<file path="config.mk">
export PLATFORM = sky130hd
export DESIGN_NAME = alu_cmd_sequencer
export DESIGN_NICKNAME = d
export VERILOG_FILES = /design/src/rtl/alu_cmd_sequencer.sv
export SDC_FILE = /design/constraint.sdc
export NUM_CORES = 1
export LEC_CHECK = 0
export CAP_MARGIN = 15
export CORE_ASPECT_RATIO = 0.5
export CORE_MARGIN = 5
export CORE_UTILIZATION = 52
export DETAILED_ROUTE_END_ITERATION = 12
export PLACE_DENSITY_LB_ADDON = 0.2
export SYNTH_ARGS = -nofsm -noshare
export SYNTH_HDL_FRONTEND = slang
export SYNTH_SLANG_ARGS = --single-unit
</file>
<file path="constraint.sdc">
create_clock -name CLK -period 2.5 [get_ports CLK]
set_input_delay 0.375 -clock CLK [delete_from_list [all_inputs] [get_ports CLK]]
set_output_delay 0.375 -clock CLK [all_outputs]
set_load 0.02 [all_outputs]
</file>
<file path="src/rtl/alu_cmd_sequencer.sv">
// Host-side command sequencer for the 16-bit accumulator ALU breadboard.
// Buffers commands, issues each one for a single clock, captures the accumulator and returns it with an error code.
module alu_cmd_sequencer #(
  parameter int FIFO_DEPTH = 4,
  parameter int ADDR_W     = 2
) (
  input  logic              CLK,
  input  logic              RST,
  input  logic              CMD_VALID,
  output logic              CMD_READY,
  input  logic [3:0]        CMD_OP,
  input  logic [15:0]       CMD_IN,
  output logic [3:0]        OP,
  output logic [15:0]       IN,
  input  logic [31:0]       OUT,
  output logic              RSP_VALID,
  input  logic              RSP_READY,
  output logic [31:0]       RSP_DATA,
  output logic [1:0]        RSP_ERR,
  output logic              BUSY,
  output logic [ADDR_W:0]   CMD_COUNT
);

  typedef enum logic [1:0] {IDLE, ISSUE, SETTLE, RESPOND} state_t;

  localparam logic [ADDR_W:0] FULL_CNT = (ADDR_W+1)'(FIFO_DEPTH);

  state_t              state_q, state_d;
  logic [3:0]          op_mem [FIFO_DEPTH];
  logic [15:0]         in_mem [FIFO_DEPTH];
  logic [ADDR_W-1:0]   wr_ptr, rd_ptr;
  logic [ADDR_W:0]     count;
  logic                push, pop;
  logic [3:0]          op_d;
  logic [15:0]         in_d;
  logic [1:0]          err_p1;

  // Error code is judged against the pre-op accumulator fed back on OUT[15:0].
  function automatic logic [1:0] calc_err(input logic [3:0] op, input logic [15:0] opnd,
                                          input logic [15:0] fb);
    logic [1:0] e;
    e = 2'b00;
    if (op == 4'b0011 && opnd > fb) e[0] = 1'b1;
    if ((op == 4'b0101 || op == 4'b0110) && opnd == 16'h0000) e[1] = 1'b1;
    return e;
  endfunction

  assign CMD_READY = (count != FULL_CNT);
  assign push      = CMD_VALID & CMD_READY;
  assign CMD_COUNT = count;
  assign BUSY      = (state_q != IDLE) || (count != '0);
  assign RSP_VALID = (state_q == RESPOND);

  // Command FIFO storage
  always_ff @(posedge CLK) begin
    if (push) begin
      op_mem[wr_ptr] <= CMD_OP;
      in_mem[wr_ptr] <= CMD_IN;
    end
  end

  always_ff @(posedge CLK or posedge RST) begin
    if (RST) begin
      wr_ptr <= '0;
      rd_ptr <= '0;
      count  <= '0;
    end else begin
      if (push) wr_ptr <= wr_ptr + ADDR_W'(1);
      if (pop)  rd_ptr <= rd_ptr + ADDR_W'(1);
      case ({push, pop})
        2'b10:   count <= count + (ADDR_W+1)'(1);
        2'b01:   count <= count - (ADDR_W+1)'(1);
        default: count <= count;
      endcase
    end
  end

  // Sequencer next state; OP/IN only move on a state transition
  always_comb begin
    state_d = state_q;
    op_d    = OP;
    in_d    = IN;
    pop     = 1'b0;
    case (state_q)
      IDLE: begin
        if (count != '0) begin
          pop     = 1'b1;
          op_d    = op_mem[rd_ptr];
          in_d    = in_mem[rd_ptr];
          state_d = ISSUE;
        end
      end
      ISSUE: begin
        op_d    = 4'b0000;
        in_d    = 16'h0000;
        state_d = SETTLE;
      end
      SETTLE:  state_d = RESPOND;
      RESPOND: if (RSP_READY) state_d = IDLE;
      default: state_d = IDLE;
    endcase
  end

  // Breadboard drive, pending error and response capture
  always_ff @(posedge CLK or posedge RST) begin
    if (RST) begin
      state_q  <= IDLE;
      OP       <= 4'b0000;
      IN       <= 16'h0000;
      err_p1   <= 2'b00;
      RSP_DATA <= 32'h0;
      RSP_ERR  <= 2'b00;
    end else begin
      state_q <= state_d;
      OP      <= op_d;
      IN      <= in_d;
      if (state_q == ISSUE) err_p1 <= calc_err(OP, IN, OUT[15:0]);
      if (state_q == SETTLE) begin
        RSP_DATA <= OUT;
        RSP_ERR  <= err_p1;
      end
    end
  end

endmodule
</file>
# Word-level counts from Yosys, hierarchy flattened
# Memories as Yosys holds them, arrays and structs flattened.
# Cells that the tools add are included.
classes:
  add_sub_neg: 4
  n_reduce_logical: 12
  bitwise_logic: 1
  n_eq_ne: 11
  n_mux: 14
  n_lt_le_gt_ge: 1
ops:
  columns: ["operator", "n"]
  rows:
  - ["16-bit case mux with 2 select lines", 1]
  - ["16-bit > comparator", 1]
  - ["16-bit zero test", 1]
  - ["16-bit two-way mux", 1]
  - ["4-bit by 3-bit equality test with 1-bit output (second input constant)", 2]
  - ["2-bit case mux with 4 select lines", 1]
  - ["4-bit case mux with 2 select lines", 1]
  - ["2-bit equality test (second input constant)", 3]
  - ["1-bit two-way mux", 6]
  - ["3-bit case mux with 2 select lines", 1]
  - ["2-bit nonzero test", 3]
  - ["2-bit by 1-bit adder with 2-bit output (second input constant)", 2]
  - ["2-bit by 1-bit equality test with 1-bit output (second input constant)", 2]
  - ["4-bit by 2-bit equality test with 1-bit output (second input constant)", 1]
  - ["2-bit two-way mux", 2]
  - ["4-bit two-way mux", 1]
  - ["2-bit AND reduction", 2]
  - ["3-bit by 1-bit adder with 3-bit output (second input constant)", 1]
  - ["3-bit != test (second input constant)", 1]
  - ["3-bit nonzero test", 1]
  - ["3-bit by 1-bit subtractor with 3-bit output (second input constant)", 1]
  - ["1-bit logical AND", 2]
  - ["2-bit zero test", 1]
  - ["1-bit logical OR", 2]
  - ["other kinds (3)", 3]
totals:
  ramBits: 80
  regBits: 65
  output_inout_bits: 60
  memories: 2
mem_list:
  columns: ["name", "depth", "word_bits", "rd", "rd_clocked_by_memory_dff", "write_ports", "line_no", "source"]
  rows:
  - ["in_mem", 4, 16, 1, 0, 1, "30", "logic [15:0] in_mem [FIFO_DEPTH];"]
  - ["op_mem", 4, 4, 1, 0, 1, "29", "logic [3:0] op_mem [FIFO_DEPTH];"]

# Longest topological paths before layout
# Gate-level depths: netlist of run 1.
depth:
  word_depth: 5
  ltp_mapped: 10
  depth_no_buf: 10

# Worst setup path after synthesis of run 1
# Ideal clock, no wire load.
synth_path:
  kind: "register to register"
  startpoint: "register count[0] (netlist: CMD_COUNT[0])"
  endpoint: "register count[2] (netlist: CMD_COUNT[2])"
  arrival_time_ns: 2.068
  setup_ns: 0.080
  slack_ns: 0.352
  stages_incl_launch_ff: 10
  cell_sequence: "dfrtp_1 inv_1 nand3_1 nand2_1 ha_1 inv_1 fa_1 xor2_1 nor2_1 xor2_1"
synth_via:
  word_cells_on_any_way: 11
  classes_between: "add/sub: 2; eq/ne: 3; mux: 3; bitwise: 1; reduce/logical: 2"
synth_lines:
  columns: ["item", "line_no", "source"]
  rows:
  - ["start: declaration", "32", "logic [ADDR_W:0] count;"]
  - ["start signal: assignment", "71", "2'b10: count <= count + (ADDR_W+1)'(1);"]
  - ["start signal: assignment", "72", "2'b01: count <= count - (ADDR_W+1)'(1);"]
  - ["start signal: assignment", "73", "default: count <= count;"]
  - ["3-bit != test (*)", "48", "assign CMD_READY = (count != FULL_CNT);"]
  - ["net CMD_READY", "10", "output logic CMD_READY,"]
  - ["1-bit bitwise AND (*)", "49", "assign push = CMD_VALID & CMD_READY;"]
  - ["2-bit by 1-bit equality test with 1-bit output / 2-bit equality test (equally long branches)", "70", "case ({push, pop})"]
  - ["3-bit case mux with 2 select lines / 2-bit nonzero test (equally long branches)", null, null]
# The timed path passes the listed nets; every way through them passes the cells marked *.
# A chain may end at the register's enable or synchronous reset.

# Final worst setup path of run 1
layout_path:
  startpoint: "register state_q[0]"
  endpoint: "output BUSY"
layout_via:
  elab_chain_cells: 2
layout_rtl:
  columns: ["item", "line_no", "source"]
  rows:
  - ["start: declaration", "28", "state_t state_q, state_d;"]
  - ["start signal: assignment", "114", "state_q <= state_d;"]
  - ["2-bit nonzero test", "51", "assign BUSY = (state_q != IDLE) || (count != '0);"]
  - ["1-bit logical OR", "51", null]
  - ["end: declaration", "20", "output logic BUSY,"]
# No other way between the ends.

==> impl_metrics.ini, run 1 <==
[finish]
fin_util_pct = 71.10
nFillCells = 724
seqCellArea_sq_um = 4029
drive_gt1_share_pct = 20.33
fin_nets = 561
syn2layout_area_growth_pct = 32.35
antenna_cells = 0
final_common_cell = clkdlybuf4s50_1
layout_common_cells = clkdlybuf4s50_1 (115), edfxtp_1 (80), dfrtp_1 (65)
multi_input_area_sq_um = 1754

[timing]
fmax_ghz = 0.4489
rsz0062_at_grt = false
setup_tns_ns = 0
clock-skew-final_ns = 0.009681
tightestPinTransition_ns = 0.4737
finalHoldViolCount = 0
setup_viol = 0
final-max-slew-violation-count = 0
slew_headroom_pct = 68.42
period_minus_slack_ns = 2.228
fin_crit_sh_pct = 89.11

[critical_path]
r2r_setup_slack_ns = 0.39
worstSetupPathType = reg -> out
path_cells = inv_1 > ha_1 > nand2_1 > clkdlybuf4s50_1
path_max_fanout = 5
startpoint_type = register
arrival_ns = 1.85
reg2reg_depth = 10
end_kind = primary output
r2r-end = CMD_COUNT[2]$_DFFE_PP0P_
r2r-start = state_q[1]$_DFFE_PP0P_
crit_buf_inv = 2
cp_top_family = buffers and inverters
cp.required_ns = 2.12
slowest_delay_ns = 0.60
cp_slowest_cell = clkdlybuf4s50_1

[logic_synthesis]
seq_area_frac_synth_pct = 67.68
syn-cell-area_sq_um = 5953
yosysUniqueCellTypes = 39
synth.avg_cell_area_sq_um = 17.21
syn_nets = 428
ys.warnings.count = 0
syn_inst = 346
ys_ff_latch = 145

[route]
viasPerCell = 5.491
ant_nets = 0
drtIter0Drc = 258
wirelength_mm = 12.99
wl_per_cell_microns = 20.39
num_vias = 3498
drc = 0
first_pass_iters = 4

[place]
numPortBuffers = 115
gp_congestion = 0.7599
place_hpwl_mm = 9.277

[die]
fp.dieH_microns = 85.66
io_pins = 116
die_area_sq_um = 13820
coreArea_sq_um = 11080
start_util_pct = 53.73
std_cell_rows = 27
die_w_microns = 161.3

[grt]
antenna_found_initial = 0
grt_pass1_wl_mm = 20.64
first_global_vias = 3764
grt_max_degree = 29
grt-ovfl-total = 0
grt_usage_pct = 19.66

[worst_hold_path]
hp-class = in -> async

[clock_network]
cts_tree = yes
worstSkewPairLatency_ns = 0.42
cts_hold_buf = 0
clock_path_buffers = 2
clkSinkCount = 145
cts_setup_buffers = 0
numCtsBuffers = 17
post_cts_resized = 0
htreeDepth = 4
clk_pin_slew_ns = 0.06
root_buffer = clkbuf_16

[run]
max-cap-violations = 0

[power]
p_per_area_nw_per_um2 = 1275
power.leakage_nw = 3.136
ir_worst_vdd_v = 0.0006702

[status]
outcome = finished, final reports clean
[worst max path at each step]
stage	from	end	cells after the start	slack (ns)
2_1_floorplan	CMD_COUNT[0]$_DFFE_PP0P_	CMD_COUNT[2]$_DFFE_PP0P_	9	0.35
3_3_place_gp	OUT[15]	err_p1[0]$_DFFE_PP0P_	7	0.26
3_5_place_dp	OUT[15]	err_p1[0]$_DFFE_PP0P_	7	0.19
4_1_cts	state_q[0]$_DFFE_PP0P_	BUSY	4	0.27
5_1_grt	state_q[0]$_DFFE_PP0P_	BUSY	4	0.20
6_report	state_q[0]$_DFFE_PP0P_	BUSY	4	0.27
[cell families after synthesis]
logic type,after synthesis,share of synthesized area (%)
AND/OR/NAND/NOR,34,3.363
adder cells (fa/ha/maj),26,5.591
XOR/XNOR,7,1.030
buffers and inverters,39,2.858
multiplexers,56,14.42
flip-flops,145,67.68
AO/OA/AOI/OAI,39,5.065
[synth_stat cells]
library cell	number	area share, %
nor4bb_1	1	0.17
nor3_2	1	0.17
inv_1	27	1.7
nor4b_1	1	0.15
o22ai_1	1	0.11
o21ai_0	3	0.25
mux2i_1	1	0.17
nand3_1	2	0.17
mux4_1	1	0.44
nor2b_1	2	0.21
nand2b_1	1	0.11
nand4_2	1	0.21
mux2_2	35	6.6
nor2_1	5	0.32
clkbuf_1	3	0.19
o221ai_1	1	0.15
xor2_1	3	0.44
a22o_1	20	2.9
o211ai_1	1	0.13
buf_2	7	0.59
nor4_1	4	0.42
buf_6	2	0.38
nand2_1	7	0.44
ha_1	25	5.3
o32a_1	2	0.34
a311o_1	1	0.17
dfrtp_1	65	27
mux4_2	19	7.2
a21oi_2	1	0.15
a21oi_1	7	0.59
and3_1	4	0.42
a21boi_0	1	0.13
nand4_1	2	0.21
and4_1	2	0.29
nor3_1	1	0.084
xnor2_1	4	0.59
fa_1	1	0.34
a21o_1	1	0.13
edfxtp_1	80	40
[metrics by stage]
| step | power (mW) | setup slack [ns] | instances | cell area, sq um | hold slack (ns) |
|---|---|---|---|---|---|
| final | 10.04 | 0.2723 | 637 | 7879 | 0.2803 |
| after detailed placement | 7.695 | 0.1934 | 604 | 7305 | 0.4976 |
| after global routing | 10.55 | 0.1967 | 637 | 7879 | 0.3439 |
| after floorplan | 6.093 | 0.3519 | 346 | 5953 | 0.4739 |
| after CTS | 10.12 | 0.2668 | 636 | 7871 | 0.2910 |
| after global placement | 7.494 | 0.2558 | 604 | 7305 | 0.4873 |
[state kept, by name, summed over array words and instances (netlist names)]
signal	count
CMD_COUNT	3
RSP_ERR	2
wr_ptr	2
rd_ptr	2
in_mem	64
state_q	2
op_mem	16
IN	16
OP	4
RSP_DATA	32
err_p1	2
[routing by layer]
metal  wire [microns]  track usage [%]  up-vias  part of all wire [%]
li1                 -                -     1597                     -
met1             6096            26.48     1779                    47
met2             6012            31.37      103                    46
met3              649            4.609       19                   5.0
met4              230            8.127        0                   1.8
met5                0                0        -                     0
[area by class of cell]
cell class / instances / share of cell area [%]
Timing Repair Buffer: 126 / 15.82
Multi-Input combinational cell: 162 / 22.26
Sequential cell: 145 / 51.14
Tap cell: 145 / 2.303
Clock buffer: 18 / 5.447
Clock inverter: 14 / 1.747
Inverter: 27 / 1.286
[power breakdown]
part | switching (mW) | total, mW | internal [mW]
combinational | 1.96 | 3.93 | 1.97
clock | 1.08 | 2.41 | 1.32
sequential | 0.421 | 3.71 | 3.29
total | 3.46 | 10.0 | 6.58
Note: power is estimated with default switching activity, not from simulation.
==> inputs of run 2 (changes only) <==
CORE_UTILIZATION = 37   (was 52)
PLACE_DENSITY = 0.62   (was unset)
PLACE_DENSITY_LB_ADDON = unset   (was 0.2)
==> impl_metrics.ini, run 2 (synthesis gave the netlist of run 1 again) <==
[critical_path]
r2r_setup_slack_ns = 0.40
path_cells = inv_1 > ha_1 > nand2_1 > clkdlybuf4s50_1
worstSetupPathType = reg -> out
arrival_ns = 1.86
cp.required_ns = 2.12
cp_top_family = buffers and inverters
r2r-end = CMD_COUNT[2]$_DFFE_PP0P_
slowest_delay_ns = 0.60
startpoint_type = register
reg2reg_depth = 10
crit_buf_inv = 2
cp_slowest_cell = clkdlybuf4s50_1
r2r-start = state_q[0]$_DFFE_PP0P_
path_max_fanout = 5
end_kind = primary output

[clock_network]
htreeDepth = 4
clock_path_buffers = 2
clkSinkCount = 145
clk_pin_slew_ns = 0.06
cts_setup_buffers = 0
worstSkewPairLatency_ns = 0.42
post_cts_resized = 0
numCtsBuffers = 17
cts_tree = yes
root_buffer = clkbuf_16
cts_hold_buf = 0

[power]
power_frac_seq_pct = 37.2
power.leakage_nw = 3.144
ir_worst_vdd_v = 0.0005967
internal-power_mw = 6.583
p_switching_mw = 3.384
p_clk_share_pct = 23.8
combPwrFrac_pct = 39.0
switching_share_pct = 33.95
p_per_area_nw_per_um2 = 1248

[route]
wl_per_cell_microns = 17.91
ant_nets = 0
viasPerCell = 4.831
wirelength_mm = 12.54
drc = 0
drtIter0Drc = 150
num_vias = 3382
first_pass_iters = 5

[timing]
setup_tns_ns = 0
slew_headroom_pct = 63.09
fmax_ghz = 0.4483
fin_crit_sh_pct = 89.23
finalHoldViolCount = 0
tightestPinTransition_ns = 0.5528
hold_slack_ns = 0.3217
setup_viol = 0
rsz0062_at_grt = false
period_minus_slack_ns = 2.231
clock-skew-final_ns = 0.01059
setup_ws_ns = 0.2692
final-max-slew-violation-count = 0

[grt]
grt_max_degree = 25
antenna_found_initial = 0
grt_usage_pct = 13.93
first_global_vias = 3540
grt-ovfl-total = 0
grt_pass1_wl_mm = 20.02

[finish]
fin_nets = 565
antenna_cells = 0
drive_gt1_share_pct = 20.97
fin_area_sq_um = 7983
regMostFlops = in_mem
syn2layout_area_growth_pct = 34.09
fin_util_pct = 51.25
layout_common_cells = clkdlybuf4s50_1 (115), edfxtp_1 (80), dfrtp_1 (65)
reg.largest.list = in_mem: 64 flops, RSP_DATA: 32 flops
largest_reg_flops = 64
nFillCells = 1297
final_common_cell = clkdlybuf4s50_1

[die]
start_util_pct = 38.22
fp.dieH_microns = 99.70
std_cell_rows = 32
die_w_microns = 189.4
die_area_sq_um = 18880
coreArea_sq_um = 15570
io_pins = 116

[run]
max-cap-violations = 0

[status]
outcome = finished, final reports clean

[place]
detailedPlace.worstSlack_ns = 0.2071
gp_congestion = 0.7018
place_hpwl_mm = 9.003
numPortBuffers = 115
place_area_sq_um = 7431

[worst_hold_path]
hp-class = in -> async
-- run 2: area by class of cell --
type / instances / area, sq um / area share [%]
clock buffers: 19 / 432.9 / 5.423
inverters: 27 / 101.3 / 1.270
flip-flops and latches: 145 / 4029 / 50.47
repair buffers: 130 / 1289 / 16.14
multi-input cells: 162 / 1757 / 22.01
well taps: 204 / 255.2 / 3.197
clock inverters: 13 / 118.9 / 1.489
-- run 2: through the flow --
stage	instances	power, mW
6_report	700	9.966
5_1_grt	700	10.53
4_1_cts	700	10.11
3_5_place_dp	668	7.714
3_3_place_gp	668	7.672
2_1_floorplan	346	6.093
-- run 2: worst max-delay path by stage --
stage | from | to | depth (start not counted)
3_3_place_gp | OUT[15] | err_p1[0]$_DFFE_PP0P_ | 7
2_1_floorplan | CMD_COUNT[0]$_DFFE_PP0P_ | CMD_COUNT[2]$_DFFE_PP0P_ | 9
4_1_cts | state_q[0]$_DFFE_PP0P_ | BUSY | 4
5_1_grt | state_q[0]$_DFFE_PP0P_ | BUSY | 4
3_5_place_dp | OUT[15] | err_p1[0]$_DFFE_PP0P_ | 7
6_report | state_q[0]$_DFFE_PP0P_ | BUSY | 4
-- run 2: routing by layer --
layer  part of all wire [%]  global-route usage, %  wire [microns]
met5                      0                      0               0
met4                   0.95                  4.833             119
met3                    4.3                  3.752             534
met2                     46                  21.39            5789
met1                     49                  19.32            6094
-- run 2: power by group through the flow --
stage	clock [mW]	combinational, mW	sequential [mW]
3_5_place_dp	0	3.95	3.77
3_3_place_gp	0	3.92	3.75
5_1_grt	2.54	4.19	3.80
6_report	2.37	3.89	3.71
4_1_cts	2.43	3.96	3.72
2_1_floorplan	0	1.96	4.14
